<file path="src/rtl/exception_sequencer.sv">
// exception_sequencer: steps the CPSR/SPSR register block through exception
// entry (FIQ, IRQ, undefined instruction, SWI) and exception return, and
// issues the vector PC load to fetch. All outputs are registered.
//
// Optional build macro EXC_HIVECS_EN: adds input hivecs; when it is sampled
// high together with the cause, vectors are based at 32'hFFFF0000 instead
// of VEC_BASE.
//
// state  | meaning
// IDLE   | waiting for an eligible source at an instruction boundary
// SAVE   | SPSR <= CPSR, banked LR captures the return address
// SWITCH | CPSR switched to the target mode
// VECTOR | fetch loads the vector address, entry acknowledged
// RET    | CPSR restored from SPSR, return acknowledged
module exception_sequencer #(
  parameter logic [31:0] VEC_BASE = 32'h0000_0000,
  parameter logic [4:0]  USR_MODE = 5'b10000
) (
  input  logic        clk,
  input  logic        rst,
  input  logic        fiq,
  input  logic        irq,
  input  logic        und_req,
  input  logic        swi_req,
  input  logic        eret_req,
  input  logic        instr_boundary,
  input  logic        cpsr_f,
  input  logic        cpsr_i,
  input  logic [4:0]  cpsr_mode,
`ifdef EXC_HIVECS_EN
  input  logic        hivecs,
`endif
  output logic [2:0]  change_m,
  output logic        w_spsr_s,
  output logic        write_spsr,
  output logic [2:0]  w_cpsr_s,
  output logic        write_cpsr,
  output logic        pc_load,
  output logic [31:0] pc_vector,
  output logic        lr_write,
  output logic        exc_ack,
  output logic        eret_ack,
  output logic        eret_err,
  output logic        busy
);

  typedef enum logic [2:0] {IDLE, SAVE, SWITCH, VECTOR, RET} state_t;

  // cause encoding, also the priority order
  localparam logic [1:0] C_FIQ = 2'd0;
  localparam logic [1:0] C_IRQ = 2'd1;
  localparam logic [1:0] C_UND = 2'd2;
  localparam logic [1:0] C_SWI = 2'd3;

  state_t      state;
  logic [1:0]  cause_q;
  logic [1:0]  win_cause;
  logic        exc_any;
  logic [31:0] vec_base;

  function automatic logic [2:0] mode_of(input logic [1:0] c);
    case (c)
      C_FIQ:   mode_of = 3'd1;
      C_IRQ:   mode_of = 3'd2;
      C_UND:   mode_of = 3'd4;
      default: mode_of = 3'd3;
    endcase
  endfunction

  function automatic logic [2:0] cpsr_code_of(input logic [1:0] c);
    case (c)
      C_FIQ:   cpsr_code_of = 3'd3;
      C_IRQ:   cpsr_code_of = 3'd2;
      C_UND:   cpsr_code_of = 3'd5;
      default: cpsr_code_of = 3'd4;
    endcase
  endfunction

  function automatic logic [31:0] offset_of(input logic [1:0] c);
    case (c)
      C_FIQ:   offset_of = 32'h0000_001C;
      C_IRQ:   offset_of = 32'h0000_0018;
      C_UND:   offset_of = 32'h0000_0004;
      default: offset_of = 32'h0000_0008;
    endcase
  endfunction

`ifdef EXC_HIVECS_EN
  logic hivecs_q;

  // vector base chosen by hivecs as sampled with the cause
  always_ff @(posedge clk) begin
    if (rst)
      hivecs_q <= 1'b0;
    else if (state == IDLE && instr_boundary && !eret_err && exc_any)
      hivecs_q <= hivecs;
  end

  assign vec_base = hivecs_q ? 32'hFFFF_0000 : VEC_BASE;
`else
  assign vec_base = VEC_BASE;
`endif

  // priority arbitration of the eligible sources: fiq > irq > und > swi
  always_comb begin
    exc_any   = 1'b1;
    win_cause = C_SWI;
    if (fiq && !cpsr_f)
      win_cause = C_FIQ;
    else if (irq && !cpsr_i)
      win_cause = C_IRQ;
    else if (und_req)
      win_cause = C_UND;
    else if (swi_req)
      win_cause = C_SWI;
    else
      exc_any = 1'b0;
  end

  // sequencer state and registered strobes; pulses default low every cycle
  always_ff @(posedge clk) begin
    if (rst) begin
      state      <= IDLE;
      cause_q    <= C_FIQ;
      change_m   <= 3'd0;
      w_spsr_s   <= 1'b0;
      write_spsr <= 1'b0;
      w_cpsr_s   <= 3'd0;
      write_cpsr <= 1'b0;
      pc_load    <= 1'b0;
      pc_vector  <= 32'd0;
      lr_write   <= 1'b0;
      exc_ack    <= 1'b0;
      eret_ack   <= 1'b0;
      eret_err   <= 1'b0;
      busy       <= 1'b0;
    end else begin
      write_spsr <= 1'b0;
      write_cpsr <= 1'b0;
      pc_load    <= 1'b0;
      lr_write   <= 1'b0;
      exc_ack    <= 1'b0;
      eret_ack   <= 1'b0;
      eret_err   <= 1'b0;
      w_spsr_s   <= 1'b0;
      case (state)
        IDLE: begin
          // an eret_err pulse in flight counts as the separating IDLE cycle,
          // so a still-held eret_req is not rejected twice
          if (instr_boundary && !eret_err) begin
            if (exc_any) begin
              state      <= SAVE;
              cause_q    <= win_cause;
              change_m   <= mode_of(win_cause);
              w_spsr_s   <= 1'b1;
              write_spsr <= 1'b1;
              lr_write   <= 1'b1;
              busy       <= 1'b1;
            end else if (eret_req) begin
              if (cpsr_mode == USR_MODE) begin
                eret_err <= 1'b1;
              end else begin
                state      <= RET;
                change_m   <= 3'd0;
                w_cpsr_s   <= 3'd0;
                write_cpsr <= 1'b1;
                eret_ack   <= 1'b1;
                busy       <= 1'b1;
              end
            end
          end
        end
        SAVE: begin
          state      <= SWITCH;
          w_cpsr_s   <= cpsr_code_of(cause_q);
          write_cpsr <= 1'b1;
        end
        SWITCH: begin
          state     <= VECTOR;
          pc_load   <= 1'b1;
          pc_vector <= vec_base + offset_of(cause_q);
          exc_ack   <= 1'b1;
        end
        VECTOR: begin
          state    <= IDLE;
          change_m <= 3'd0;
          w_cpsr_s <= 3'd0;
          busy     <= 1'b0;
        end
        RET: begin
          state <= IDLE;
          busy  <= 1'b0;
        end
        default: begin
          state    <= IDLE;
          change_m <= 3'd0;
          w_cpsr_s <= 3'd0;
          busy     <= 1'b0;
        end
      endcase
    end
  end

endmodule
</file>
<file path="config.mk">
export PLATFORM = sky130hd
export DESIGN_NAME = exception_sequencer
export DESIGN_NICKNAME = d
export VERILOG_FILES = /design/src/rtl/exception_sequencer.sv
export SDC_FILE = /design/constraint.sdc
export NUM_CORES = 1
export LEC_CHECK = 0
export BUFFER_PORTS_ARGS = -buffer_cell sky130_fd_sc_hd__buf_4
export CAP_MARGIN = 20
export CORE_MARGIN = 5
export CORE_UTILIZATION = 29
export CTS_BUF_LIST = sky130_fd_sc_hd__clkbuf_4 sky130_fd_sc_hd__clkbuf_8
export DETAILED_ROUTE_END_ITERATION = 16
export PLACE_DENSITY_LB_ADDON = 0.25
export SETUP_SLACK_MARGIN = 0.05
export SYNTH_ARGS = -nofsm -noshare
export SYNTH_HDL_FRONTEND = slang
export SYNTH_SLANG_ARGS = --single-unit
</file>
<file path="constraint.sdc">
create_clock -name clk -period 1.76 [get_ports clk]
set_input_delay 0.088 -clock clk [delete_from_list [all_inputs] [get_ports clk]]
set_output_delay 0.088 -clock clk [all_outputs]
set_load 0.005 [all_outputs]
</file>
==> results.sh <==
export IMPL_status="completed"
export IMPL_num_vias=852
export IMPL_grt_pass1_wl_mm=3.72
export IMPL_period_share=0.802
export IMPL_dieArea_mm2=0.00530
export IMPL_drv_slew=0
export IMPL_syn_inst=127
export IMPL_finalCriticalPeriod_ps=1410
export IMPL_slew_headroom=0.611
export IMPL_syn_to_final_growth_pct=18.7
export IMPL_setup_worst_path_end_class="flop"
export IMPL_hold_viol=0
export IMPL_viasPerCell=4.18
export IMPL_slowest_stage="dfxtp_1"
export IMPL_regArea_um2=400
export IMPL_grt_use_total=0.0890
export IMPL_cts_tree="built"
export IMPL_antenna_left=0
export IMPL_clock_skew_ps=1.78
export IMPL_grt_overflow=0
export IMPL_syn_area_per_cell_um2=9.00
export IMPL_ys_flop_type="dfxtp_1"
export IMPL_async_flop_share=0
export IMPL_cp_required_ps=1950
export IMPL_synth_seq_cells=20
export IMPL_synthTopCellsByArea="dfxtp_1 35%, buf_4 22%, nand2b_1 4.4%, nor2_1 3.3%, a21oi_1 2.6%"
export IMPL_vdd_drop_max_mv=0.266
export IMPL_start_util=0.305
export IMPL_num_rows=22
export IMPL_startpoint="state[0]"
export IMPL_diodes=0
export IMPL_ys_seq_area_frac=0.350
export IMPL_drc=0
export IMPL_regToRegStartpoint="state[0]"
export IMPL_finalSetupViolations=0
export IMPL_placed_cells=200
export IMPL_root_buffer="clkbuf_8"
export IMPL_synth_distinct_cells=34
export IMPL_p_leak_nw=0.616
export IMPL_setup_tns_ps=0
export IMPL_r2r_slack_ps=350
export IMPL_first_pass_iters=4
export IMPL_antenna_found_initial=0
export IMPL_grt_max_degree=13
export IMPL_ctsResizeCount=0
export IMPL_path_cells="nor3_4 > nand3b_2 > nor2_1 > o2bb2ai_1"
export IMPL_final_area_mm2=0.00136
export IMPL_hold_depth=2
export IMPL_numCtsBuffers=3
export IMPL_dpl_cell_area_mm2=0.00129
export IMPL_stdcell_count=204
export IMPL_clkTransAtPathRegs_ps=70
export IMPL_rsz0062_at_grt="false"
export IMPL_pre_cts_ws_ps=378
export IMPL_cts_hold_buf=0
export IMPL_min_delay_start="rst"
export IMPL_nNetsFinal=173
export IMPL_fillCellCount=415
export IMPL_cp_max_fo=9
export IMPL_maxCapViolations=0
export IMPL_worstSetupPathType="reg2reg"
export IMPL_finalWirelength_mm=2.38
export IMPL_io_pins=62
export IMPL_reg2reg_to="change_m[1]"
export IMPL_first_global_vias=833
export IMPL_multi_input_area_um2=574
export IMPL_wl_per_cell_um=11.7
export IMPL_final_common_cell="buf_4"
export IMPL_h_tree_depth=1
export IMPL_worstHoldEndpoint="pc_vector[3]"
export IMPL_die_h_um=72.8
export IMPL_hold_path_class="in2reg"
export IMPL_yosysTopAreaCell="dfxtp_1"
export IMPL_drive_above_1_share=0.276
export IMPL_max_freq_mhz=708
export IMPL_dp_hpwl_mm=1.96
export IMPL_final_cell_mix="32 x buf_4, 29 x conb_1, 20 x dfxtp_1, 10 x nor2_1, 8 x nand2b_1"
export IMPL_clk_latency_ps=260
export IMPL_setup_ws_ps=348
export IMPL_first_iter_violations=32
export IMPL_reg2reg_depth=4
export IMPL_clockBufferDepth=2
export IMPL_cellPowerDensity_mw_per_mm2=882
export IMPL_core_mm2=0.00374
export IMPL_cts_setup_buffers=0
export IMPL_crit_arrival_ps=1600
export IMPL_max_stage_delay_ps=410
export IMPL_ys_warn_count=0
export IMPL_die_width_um=72.8
export IMPL_synth_top_area_share=0.350
export IMPL_clock_sinks=20
export IMPL_synth_edf_count=0
export IMPL_portBuffers=32
export IMPL_place_gp_congestion=0.798
export IMPL_syn_cell_area_mm2=0.00114
export IMPL_tightest_slew_ps=578
export IMPL_critPathLaunchType="flop"
-- cell usage after synthesis, types with 2 or more instances --
cell,n
nand2b_1,8
a21oi_1,6
buf_4,33
dfxtp_1,20
nor2_1,10
mux2i_1,2
nand2_1,7
inv_1,3
nor2b_1,3
or2_1,2
nor3_1,3
o21ai_0,2
o221ai_1,3
a211oi_1,2
a31oi_1,2
o2bb2ai_1,3
-- cells by family (layout without fill, tap and decap cells) --
kind of cell,Yosys count,in the layout,share of synthesized area
other,1,29,0.00328
multiplexers,2,2,0.0175
AO/OA/AOI/OAI,23,23,0.146
flip-flops,20,20,0.350
buffers and inverters,38,39,0.240
adder cells (fa/ha/maj),1,1,0.0109
AND/OR/NAND/NOR,42,42,0.233
-- cell type report --
class,count,share of cell area
repair buffers,32,0.177
inverters,3,0.00829
multi-input cells,97,0.423
well taps,48,0.0442
flip-flops and latches,20,0.295
clock inverters,1,0.0221
clock buffers,3,0.0304
-- state kept, by name (all words and copies together) (netlist names) --
signal      cells
write_cpsr      1
lr_write        1
state           3
busy            1
eret_ack        1
exc_ack         1
eret_err        1
cause_q         2
pc_vector       3
w_cpsr_s        3
change_m        3
-- per-stage QoR --
stage,power [mW],hold slack (ps),utilization
2_1_floorplan,0.708,250,-
3_3_place_gp,0.747,360,0.344
3_5_place_dp,0.751,364,0.344
4_1_cts,1.21,83.7,0.363
5_1_grt,1.26,87.0,0.363
6_report,1.20,87.6,0.363
-- metal layers --
metal | vias up | global-route usage | part of all wire
li1 | 434 | - | -
met1 | 379 | 0.104 | 0.40
met2 | 35 | 0.146 | 0.49
met3 | 4 | 0.0289 | 0.094
met4 | 0 | 0.0430 | 0.013
met5 | - | 0 | 0
-- power breakdown --
part	switching (mW)	internal [mW]
registers	0.0338	0.490
logic	0.105	0.113
clock network	0.152	0.304
-- critical path: cells and delay by family, from the launching register on --
family	cells	cell delay (ps)
AO/OA/AOI/OAI	1	150
flip-flops	1	410
AND/OR/NAND/NOR	3	780
-- worst max path at each step --
stage                     slack (ps)          end
final                            350  change_m[1]
after detailed placement         380  change_m[1]
after global placement           400   write_cpsr
after CTS                        360  change_m[1]
after global routing             210     state[2]
after floorplan                  530   write_cpsr
(Power assumes the default switching activity.)
